--- config.mk ---
export PLATFORM = sky130hd
export DESIGN_NAME = cmd_encod_arbiter
export DESIGN_NICKNAME = d
export VERILOG_FILES = /design/src/rtl/cmd_encod_arbiter.sv
export SDC_FILE = /design/constraint.sdc
export NUM_CORES = 1
export LEC_CHECK = 0
export ABC_AREA = 1
export BUFFER_PORTS_ARGS = -buffer_cell sky130_fd_sc_hd__buf_4
export CAP_MARGIN = 20
export CORE_UTILIZATION = 49
export DETAILED_ROUTE_END_ITERATION = 7
export PLACE_DENSITY = 0.89
export SYNTH_ARGS = -nofsm -noshare
export SYNTH_HDL_FRONTEND = slang
export SYNTH_SLANG_ARGS = --single-unit
--- constraint.sdc ---
create_clock -name clk -period 4.7 [get_ports clk]
set_input_delay 0.235 -clock clk [delete_from_list [all_inputs] [get_ports clk]]
set_output_delay 0.235 -clock clk [all_outputs]
set_load 0.1 [all_outputs]
--- src/rtl/cmd_encod_arbiter.sv ---
// rtl/cmd_encod_arbiter.sv - round-robin arbiter sharing the linear rd/wr command encoders among channels
// Captures encoder words into the sequence memory and hands each finished sequence to the PHY sequencer.
module cmd_encod_arbiter #(
    parameter int NUM_CHN        = 4,
    parameter int ADDRESS_NUMBER = 15,
    parameter int COLADDR_NUMBER = 10,
    parameter int SEQ_ADDR_BITS  = 5
) (
    input  logic                                clk,
    input  logic                                rst_n,
    input  logic                                en,
    input  logic [NUM_CHN-1:0]                  chn_want,
    input  logic [NUM_CHN-1:0]                  chn_wr,
    input  logic [3*NUM_CHN-1:0]                chn_bank,
    input  logic [ADDRESS_NUMBER*NUM_CHN-1:0]   chn_row,
    input  logic [COLADDR_NUMBER*NUM_CHN-1:0]   chn_col,
    input  logic [6*NUM_CHN-1:0]                chn_num128,
    output logic [NUM_CHN-1:0]                  grant,
    output logic [2:0]                          bank_out,
    output logic [ADDRESS_NUMBER-1:0]           row_out,
    output logic [COLADDR_NUMBER-1:0]           col_out,
    output logic [5:0]                          num128_out,
    output logic                                start_rd,
    output logic                                start_wr,
    input  logic [31:0]                         enc_cmd,
    input  logic                                enc_wr,
    input  logic                                enc_done,
    output logic [SEQ_ADDR_BITS-1:0]            seq_waddr,
    output logic [31:0]                         seq_wdata,
    output logic                                seq_we,
    output logic                                seq_run,
    input  logic                                seq_done,
    output logic                                busy,
    output logic                                overflow
);

    localparam int CW = (NUM_CHN > 1) ? $clog2(NUM_CHN) : 1;
    localparam logic [SEQ_ADDR_BITS-1:0] LAST_ADDR = {SEQ_ADDR_BITS{1'b1}};

    typedef enum logic [1:0] {
        S_IDLE,
        S_GRANT,
        S_ENCODE,
        S_RUN
    } state_t;

    state_t                   state;
    logic [CW-1:0]            rr;
    logic [CW-1:0]            sel;
    logic [CW-1:0]            idx;
    logic                     found;
    logic [SEQ_ADDR_BITS-1:0] waddr;
    logic                     full;
    logic                     enc_settled;

    // Search starts just after the last winner so a held request cannot starve others.
    always_comb begin
        sel   = rr;
        idx   = '0;
        found = 1'b0;
        for (int i = 1; i <= NUM_CHN; i++) begin
            idx = CW'((int'(rr) + i) % NUM_CHN);
            if (!found && chn_want[idx]) begin
                found = 1'b1;
                sel   = idx;
            end
        end
    end

    assign busy = (state != S_IDLE);

    always_ff @(posedge clk) begin
        if (!rst_n) begin
            state       <= S_IDLE;
            rr          <= CW'(NUM_CHN - 1);
            waddr       <= '0;
            full        <= 1'b0;
            enc_settled <= 1'b0;
            grant       <= '0;
            bank_out    <= '0;
            row_out     <= '0;
            col_out     <= '0;
            num128_out  <= '0;
            start_rd    <= 1'b0;
            start_wr    <= 1'b0;
            seq_waddr   <= '0;
            seq_wdata   <= '0;
            seq_we      <= 1'b0;
            seq_run     <= 1'b0;
            overflow    <= 1'b0;
        end else begin
            grant    <= '0;
            start_rd <= 1'b0;
            start_wr <= 1'b0;
            seq_we   <= 1'b0;
            seq_run  <= 1'b0;
            case (state)
                S_IDLE: begin
                    if (en && found) begin
                        state       <= S_GRANT;
                        grant       <= NUM_CHN'(1) << sel;
                        bank_out    <= chn_bank[3*int'(sel) +: 3];
                        row_out     <= chn_row[ADDRESS_NUMBER*int'(sel) +: ADDRESS_NUMBER];
                        col_out     <= chn_col[COLADDR_NUMBER*int'(sel) +: COLADDR_NUMBER];
                        num128_out  <= chn_num128[6*int'(sel) +: 6];
                        start_wr    <= chn_wr[sel];
                        start_rd    <= !chn_wr[sel];
                        rr          <= sel;
                        waddr       <= '0;
                        full        <= 1'b0;
                        enc_settled <= 1'b0;
                    end
                end
                S_GRANT: begin
                    state <= S_ENCODE;
                end
                S_ENCODE: begin
                    // enc_done may still show the previous idle level in the first ENCODE cycle.
                    enc_settled <= 1'b1;
                    if (enc_wr) begin
                        if (full) begin
                            overflow <= 1'b1;
                        end else begin
                            seq_we    <= 1'b1;
                            seq_wdata <= enc_cmd;
                            seq_waddr <= waddr;
                            if (waddr == LAST_ADDR) begin
                                full <= 1'b1;
                            end else begin
                                waddr <= waddr + 1'b1;
                            end
                        end
                    end else if (enc_done && enc_settled) begin
                        state   <= S_RUN;
                        seq_run <= 1'b1;
                    end
                end
                S_RUN: begin
                    if (seq_done) begin
                        state <= S_IDLE;
                    end
                end
                default: begin
                    state <= S_IDLE;
                end
            endcase
        end
    end

endmodule
# After elaboration in Yosys (flattened, before gate mapping)
# Cells that the tools add are included.
[totals] inputBits=182 reg_bits=91
[op_classes] shift=5 mul=4 reduce_logical=22 n_addsub=5 bitwise_logic=3 n_mux=36 n_lt_le_gt_ge=5 n_eq_ne=11
[ops] op="$shiftx A60 B7 Y15" count=1
[ops] op="$shiftx A40 B7 Y10" count=1
[ops] op="$shiftx A24 B6 Y6" count=1
[ops] op="$mux W5" count=4
[ops] op="$mux W2" count=8
[ops] op="$lt A2 B3 Y1 const B" count=5
[ops] op="$mux W1" count=15
[ops] op="$reduce_and A3 Y1" count=5
[ops] op="$ne A2 B2 Y1 const B" count=7
[ops] op="$shiftx A12 B5 Y3" count=1
[ops] op="$bmux W1 S2" count=5
[ops] op="$pmux W5 S2" count=1
[ops] op="$mul A2 B2 Y4 const A" count=2
[ops] op="$pmux W2 S4" count=1
[ops] op="$mul A4 B2 Y6 const A" count=1
[ops] op="$add A5 B1 Y5 const B" count=1
[ops] op="$eq A5 B5 Y1 const B" count=1
[ops] op="$logic_and A1 B1 Y1" count=5
[ops] op="$mul A3 B2 Y5 const A" count=1
[ops] op="$reduce_and A5 Y1" count=1
[ops] op="$add A2 B1 Y2 const B" count=2
[ops] op="$add A2 B2 Y2 const B" count=2
[ops] op="$eq A2 B2 Y1 const B" count=2
[ops] op="$logic_not A1 Y1" count=4
[ops] op="other kinds (9)" count=14

# Logic depth before layout (Yosys ltp)
# Gate-level depths: netlist of the first run.
[depth] word_depth=16 ltp_mapped=15

# Worst setup path after synthesis of the first run
# No wires, ideal clock.
[synth_timing] path_type="register to register" start="register state[0]" end="register col_out[6]" stages_incl_launch_ff=9 arrival_time_ns=1.955 path_buffers=1 slack_ns=2.683 setup_ns=0.062 synth_period_minus_slack_ns=2.017 path_cell_list="dfxtp_1 -> inv_1 -> ha_1 -> inv_1 -> o21ai_0 -> inv_2 -> buf_2 -> nand2_1 -> nand3_2"
[synth_via] elab_chain_len=2
[synth_rtl] element="start: declaration" line="47" rtl="state_t state;"
[synth_rtl] element="start signal: assignment" line="74" rtl="state <= S_IDLE;"
[synth_rtl] element="start signal: assignment" line="100" rtl="state <= S_GRANT;"
[synth_rtl] element="start signal: assignment" line="115" rtl="state <= S_ENCODE;"
[synth_rtl] element="$logic_not A2 Y1" line="97" rtl="case (state)"
[synth_rtl] element="$reduce_and A2 Y1 (no line)"
[synth_rtl] element="end signal: assignment" line="104" rtl="col_out <= chn_col[COLADDR_NUMBER*int'(sel) +: COLADDR_NUMBER];"
[synth_rtl] element="end: declaration" line="21" rtl="output logic [COLADDR_NUMBER-1:0] col_out,"
# Every way passes these cells.
# A chain may end at the register's enable or synchronous reset.

# Worst setup path in the final report of the first run
[layout_timing] start="register rr[0]" end="register row_out[9]"
[layout_via] elab_chain_len=15
[layout_rtl] element="start: declaration" line="48" rtl="logic [CW-1:0] rr;"
[layout_rtl] element="start signal: assignment" line="75" rtl="rr <= CW'(NUM_CHN - 1);"
[layout_rtl] element="start signal: assignment" line="108" rtl="rr <= sel;"
[layout_rtl] element="$add A2 B1 Y2" line="62" rtl="idx = CW'((int'(rr) + i) % NUM_CHN);"
[layout_rtl] element="$bmux W1 S2" line="63" rtl="if (!found && chn_want[idx]) begin"
[layout_rtl] element="$mux W1 (implied by the code)" line="63"
[layout_rtl] element="$mux W1" line="63"
[layout_rtl] element="$logic_not A1 Y1" line="63"
[layout_rtl] element="$logic_and A1 B1 Y1" line="63"
[layout_rtl] element="$mux W1" line="63"
[layout_rtl] element="$logic_not A1 Y1" line="63"
[layout_rtl] element="$logic_and A1 B1 Y1" line="63"
[layout_rtl] element="$mux W1" line="63"
[layout_rtl] element="$logic_not A1 Y1" line="63"
[layout_rtl] element="$logic_and A1 B1 Y1" line="63"
[layout_rtl] element="$mux W2 or $mux W1 (tied branches)" line="63"
[layout_rtl] element="$mul A4 B2 Y6 or $logic_and A1 B1 Y1 (tied branches)" line="103, 99"
[layout_rtl] element="$shiftx A60 B7 Y15 or $reduce_and A2 Y1 (tied branches)"
[layout_rtl] element="end signal: assignment" line="103" rtl="row_out <= chn_row[ADDRESS_NUMBER*int'(sel) +: ADDRESS_NUMBER];"
[layout_rtl] element="end: declaration" line="20" rtl="output logic [ADDRESS_NUMBER-1:0] row_out,"
# Several ways; a longest one is shown, not always the timed one. The select of a mux whose other input is x is not followed.

==> metrics.md, run 1 <==
| Metric | Value |
|---|---|
| Status | `complete, no violations` |
| Vias/cell | `4.99` |
| Post-Synthesis Cells | `736` |
| Gr ovfl total | `0` |
| Root Driver | `clkbuf_8` |
| Reg-to-reg startpoint | `rr[0]` |
| Flops & latches, synth | `91` |
| Min-Delay Path Class | `input pin to flip-flop` |
| Final hold violations | `0` |
| Routed wire length | `15,700 um` |
| CP Capture Type | `flip-flop` |
| Crit path cell chain | `inv_2 > nand2_1 > nand2_4 > nand2_2 > nand2_2 > inv_2 > nand3_2 > nand2_2 > buf_4 > nand2_1 > nand2_1 > nand2_1 > nand3_1` |
| Synth async-reset ratio | `0` |
| Initial antenna violation count | `0` |
| CP max-delay cell | `dfxtp_1` |
| Die Y | `101 um` |
| Post-CTS setup buffers | `0` |
| Via count | `5,535` |
| Synth warnings | `0` |
| Clock Latency Late Sink | `360 ps` |
| H-Tree Depth | `3` |
| Core box area | `9370 um2` |
| Longest Clk Path Bufs | `2` |
| Power density over the cells | `737 nW/um2` |
| Vias in the first global route | `5,083` |
| R2R cell count | `13` |
| Yosys top cell area share | `0.379` |
| Final setup viols | `0` |
| # rows | `35` |
| CP most frequent cell | `nand2_1` |
| Max-Cap Viols | `0` |
| Post-cts repair resize count | `0` |
| Layout Cells excl Fill | `1,110` |
| Syn_nets | `923` |
| VDD IR-drop max | `483 uV` |
| Netlist Area Pre-Place | `4810 um2` |
| Worst hold start | `enc_wr` |
| Most frequent cell after synthesis | `nand2_1` |
| Die X | `101 um` |
| TritonCTS clock tree | `done` |
| FF-to-FF setup slack | `1710 ps` |
| CTS buffer count | `9` |
| Core Util, Final | `0.743` |
| Worst Setup Path Type | `flip-flop to flip-flop` |
| Final TNS setup | `0 ps` |
| Period minus WS final | `2990 ps` |
| Worst hold endpoint | `seq_run` |
| CTS clk-pin slew, worst paths | `110 ps` |
| Largest stage delay, worst path | `600 ps` |
| Max Fclk | `335 MHz` |
| Synth top area cells | `dfxtp_1 38%, nand2_1 25%, nor2_1 6.5%, nand3_1 6.1%, o21ai_0 3.3%` |
| Register area share after synthesis | `0.379` |
| Fill cell count | `811` |
| Max Slew Vio Count | `0` |
| WP data required | `5000 ps` |
| Initial Utilization | `0.513` |
| Setup Skew | `13.8 ps` |
| Critical path fanouts, max | `37` |
| Fin nets | `1,163` |
| # IOs | `263` |
| Worst slew margin | `0.371` |
| GP Congestion | `0.834` |
| Worst Tran Pin Value | `937 ps` |
| DRC | `0` |
| Critical path launch point type | `flip-flop` |
| Tcrit/Tclk final | `0.635` |
| Largest net degree at the start of global routing | `61` |
| Port bufs | `262` |
| Area delta synth->final | `44.7%` |
| GRT Util Overall | `0.295` |
| Number of synthesized flops with an enable pin | `0` |
| Hold_buf cts | `0` |
| LEAKAGE | `3.82 nW` |
| Min Hold Slack | `84.6 ps` |
| Post-DRT Antenna Nets | `0` |
| Layout cell share with drive strength beyond 1 | `0.345` |
| Synth area leader | `dfxtp_1` |
| Main flop type after synthesis | `dfxtp_1` |
| First-pass GRT wire length | `23,700 um` |
| Count of different cell masters after synthesis | `32` |
| Diode count | `0` |
| Most common library cells after synthesis | `315 x nand2_1, 91 x dfxtp_1, 83 x nor2_1` |
| Avg Inst Size Synth | `6.54 um2` |
| Die area | `10,200 um2` |
| DR pass1 iterations | `5` |
| First DRT Iteration DRCs | `223` |
| Drt wl/cell | `14.1 um` |
| Crit path DAT | `3290 ps` |
| Hold Crit Depth | `2` |
| CTS Sinks | `91` |
| RSZ-0062 raised after global routing | `no` |
| Placed insts | `1,093` |
| Post-DP HPWL | `11,400 um` |
| R2r endpoint | `row_out[9]` |
[cell type report]
| type | count | area [um2] | share of cell area |
|---|---|---|---|
| multi-input combinational | 581 | 2660 | 0.381 |
| timing repair buffer | 265 | 2000 | 0.288 |
| tap | 129 | 161 | 0.0232 |
| clock inverter | 7 | 90.1 | 0.0129 |
| inverter | 28 | 108 | 0.0155 |
| clock buffer | 9 | 124 | 0.0178 |
| sequential | 91 | 1820 | 0.262 |
[placed cells by master, fill, tap and decap left out, types with 2 or more instances in the layout]
| cell type | netlist | final |
|---|---|---|
| a21oi_1 | 15 | 15 |
| buf_4 | 2 | 264 |
| clkbuf_8 | 0 | 9 |
| dfxtp_1 | 91 | 91 |
| ha_1 | 5 | 5 |
| inv_1 | 19 | 19 |
| inv_2 | 7 | 7 |
| inv_6 | 0 | 2 |
| inv_8 | 0 | 3 |
| nand2_1 | 315 | 315 |
| nand2_2 | 24 | 24 |
| nand2_4 | 4 | 4 |
| nand3_1 | 59 | 59 |
| nand3_2 | 13 | 13 |
| nand3b_1 | 5 | 5 |
| nand4_1 | 2 | 2 |
| nor2_1 | 83 | 82 |
| nor2_2 | 2 | 3 |
| nor2_8 | 2 | 2 |
| o21ai_0 | 32 | 32 |
| o21ai_1 | 11 | 11 |
| xor2_1 | 2 | 2 |
[routing by layer]
metal,vias up,wire (um),global-route usage
met5,-,0,0
met4,0,466,0.123
met3,34,1360,0.0791
met2,221,7770,0.529
met1,2475,6050,0.329
li1,2805,-,-
[power by group]
group          internal [mW]  total [mW]  switching (mW)
sequential             0.985        1.11           0.128
clock                  0.262       0.579           0.316
combinational          0.815        3.44            2.62
[registers in the layout, summed over array words and instances (netlist names)]
| signal | flops |
|---|---|
| seq_wdata | 32 |
| row_out | 15 |
| col_out | 10 |
| num128_out | 6 |
| seq_waddr | 5 |
| waddr | 5 |
| grant | 4 |
| bank_out | 3 |
| rr | 2 |
| state | 2 |
| enc_settled | 1 |
| full | 1 |
| overflow | 1 |
| seq_run | 1 |
| seq_we | 1 |
| start_rd | 1 |
| start_wr | 1 |
[critical path: cells and delay by family (launching register included)]
family / cells / cell delay (ps)
simple gates: 10 / 1570
flops: 1 / 600
buf+inv: 3 / 740
[cells by family after synthesis]
group | after synthesis | share of synthesized area
compound gates | 61 | 0.0653
xor+xnor | 2 | 0.00364
fa+ha+maj | 5 | 0.0130
buf+inv | 64 | 0.0702
flops | 91 | 0.379
simple gates | 513 | 0.469
[worst max path at each step]
stage / slack [ps] / to / startpoint / cells past startpoint
after floorplan: 2680 / col_out[6] / state[0] / 8
after global placement: 1790 / bank_out[0] / rr[0] / 13
after detailed placement: 1780 / row_out[9] / rr[0] / 13
after CTS: 1720 / row_out[9] / rr[0] / 13
after global routing: 1470 / row_out[9] / rr[0] / 13
final: 1710 / row_out[9] / rr[0] / 13
[stage by stage]
step	total power [mW]	setup slack [ps]	cell area, um2
2_1_floorplan	3.88	2680	4810
3_3_place_gp	4.50	1790	6730
3_5_place_dp	4.53	1780	6730
4_1_cts	5.12	1720	6940
5_1_grt	5.42	1470	6960
6_report	5.13	1710	6960
No activity file was read; power rests on OpenSTA's default activity.
==> inputs of run 2 (changes only) <==
--- a/config.mk
+++ b/config.mk
@@ -8,9 +8,9 @@
 export ABC_AREA = 1
 export BUFFER_PORTS_ARGS = -buffer_cell sky130_fd_sc_hd__buf_4
 export CAP_MARGIN = 20
-export CORE_UTILIZATION = 49
+export CORE_UTILIZATION = 41
 export DETAILED_ROUTE_END_ITERATION = 7
-export PLACE_DENSITY = 0.89
+export PLACE_DENSITY = 0.79
 export SYNTH_ARGS = -nofsm -noshare
 export SYNTH_HDL_FRONTEND = slang
 export SYNTH_SLANG_ARGS = --single-unit
==> constraint.sdc (replaced) <==
create_clock -name clk -period 2.51 [get_ports clk]
set_input_delay 0.1255 -clock clk [delete_from_list [all_inputs] [get_ports clk]]
set_output_delay 0.1255 -clock clk [all_outputs]
set_load 0.1 [all_outputs]
==> run 2 against run 1 <==
Sequential power is 87% higher. Total power up 94%. Critical path depth increased by 1. Core utilization down 9.8 points. Largest power group unchanged. Highest routed layer unchanged.
==> metrics.md, run 2 (synthesized netlist as in run 1, its figures left out) <==
| Metric | Value |
|---|---|
| Number of flip-flops under the largest register name | `32` |
| Worst Tran Pin Value | `519 ps` |
| Setup Skew | `5.38 ps` |
| Post-DP HPWL | `11,300 um` |
| Power density over the cells | `1350 nW/um2` |
| Min-Delay Path Class | `input pin to flip-flop` |
| Fin nets | `1,194` |
| Core Util, Final | `0.645` |
| Drt wl/cell | `14.0 um` |
| CTS Sinks | `91` |
| LEAKAGE | `3.98 nW` |
| Initial antenna violation count | `0` |
| Largest net degree at the start of global routing | `52` |
| Initial Utilization | `0.421` |
| Root Driver | `clkbuf_16` |
| Area delta synth->final | `53.0%` |
| Largest stage delay, worst path | `340 ps` |
| Registers with the most flip-flops | `seq_wdata (32), row_out (15), col_out (10)` |
| DR pass1 iterations | `5` |
| Commonest non-fill, non-tap cells in the layout | `315 x nand2_1, 269 x buf_4, 91 x dfxtp_1` |
| Tcrit/Tclk final | `0.826` |
| CTS clk-pin slew, worst paths | `70 ps` |
| Max-Cap Viols | `0` |
| WP data required | `2790 ps` |
| Die area | `12,200 um2` |
| Critical path fanouts, max | `50` |
| Hold Crit Depth | `3` |
| Vias/cell | `4.87` |
| Clock Latency Late Sink | `340 ps` |
| Critical path launch point type | `flip-flop` |
| Final hold violations | `0` |
| Die Y | `110 um` |
| Via count | `5,621` |
| VDD IR-drop max | `1190 uV` |
| Most common cell after layout, fill and taps aside | `nand2_1` |
| CP max-delay cell | `dfxtp_1` |
| First DRT Iteration DRCs | `359` |
| Vias in the first global route | `5,116` |
| Crit path DAT | `2360 ps` |
| # IOs | `263` |
| Longest Clk Path Bufs | `2` |
| Die X | `110 um` |
| Layout cell share with drive strength beyond 1 | `0.340` |
| CP Capture Type | `flip-flop` |
| Post-CTS setup buffers | `0` |
| Gr ovfl total | `0` |
| GP Congestion | `0.890` |
| CP most frequent cell | `nand2_2` |
| Routed wire length | `16,200 um` |
| Post-DRT Antenna Nets | `0` |
| First-pass GRT wire length | `24,200 um` |
| Status | `complete, no violations` |
| # rows | `39` |
| R2R cell count | `14` |
| GRT Util Overall | `0.259` |
| Core box area | `11,400 um2` |
| Max Fclk | `483 MHz` |
| Worst slew margin | `0.654` |
| Period minus WS final | `2070 ps` |
| CTS buffer count | `9` |
| Place WS | `485 ps` |
| Worst setup margin | `438 ps` |
| Worst Setup Path Type | `flip-flop to flip-flop` |
| Fill cell count | `1,033` |
| Port bufs | `262` |
| RSZ-0062 raised after global routing | `no` |
| Crit path cell chain | `buf_4 > nand2_2 > nand2_4 > nand2_1 > nand2_2 > nand2_2 > nand2_1 > nand2_2 > nand2_2 > buf_12 > nand2_1 > nand2_1 > nand2_2 > nand3_2` |
| H-Tree Depth | `3` |
| Diode count | `0` |
| Biggest register | `seq_wdata` |
| TritonCTS clock tree | `done` |
| DRC | `0` |
| WP buf/inv | `2` |
| Final TNS setup | `0 ps` |
| Max Slew Vio Count | `0` |
| Top delay family on crit path | `simple AND/OR/NAND/NOR gates` |
| Worst path depth | `14` |
| Final setup viols | `0` |
-- run 2: power by group --
part | internal [mW] | total (mW) | switching [mW]
Combinational | 1.64 | 6.58 | 4.93
Clock | 0.703 | 1.30 | 0.594
Sequential | 1.85 | 2.08 | 0.229
Total | 4.19 | 9.95 | 5.76
-- run 2: timing repair --
action / in CTS / in global routing
endpoints found under the hold margin: 24 / 0
gates resized for setup: 0 / 0
hold buffers: 24 / 0
-- run 2: path summary, 6_finish.rpt --
check	from	to	slack [ps]
setup / recovery	rr[0]	col_out[7]	440
hold / removal	enc_cmd[22]	seq_wdata[22]	20
setup reg to reg	rr[0]	col_out[7]	440
hold reg to reg	enc_settled	enc_settled	450
-- run 2: worst min-delay path, stage by stage --
cell and delay, ps:
buf_4 80, nor2_1 30, nor2_1 80
-- run 2: per-layer routing --
metal,share of wire,vias up,wire [um],GRT usage
met5,0,-,0,0
met4,0.040,0,654,0.142
met2,0.48,247,7710,0.437
met3,0.093,39,1510,0.0635
met1,0.39,2479,6320,0.301
li1,-,2856,-,-
-- run 2: stage by stage --
stage | cells | power, mW | area, um2 | hold WS (ps)
detailed placement | 1115 | 8.62 | 6840 | 336
finish | 1155 | 9.95 | 7360 | 15.1
global route | 1155 | 10.6 | 7360 | 12.8
floorplan | 736 | 7.27 | 4810 | 202
CTS | 1155 | 9.97 | 7360 | 3.31
global placement | 1115 | 8.57 | 6840 | 336
-- run 2: area by class of cell --
class                   instances  area, um2  share of cell area
repair buffers                296       2320               0.315
multi-input cells             581       2660               0.361
clock buffers                  11        243              0.0330
clock inverters                 5       37.5             0.00510
inverters                      28        108              0.0146
well taps                     143        179              0.0243
flip-flops and latches         91       1820               0.247
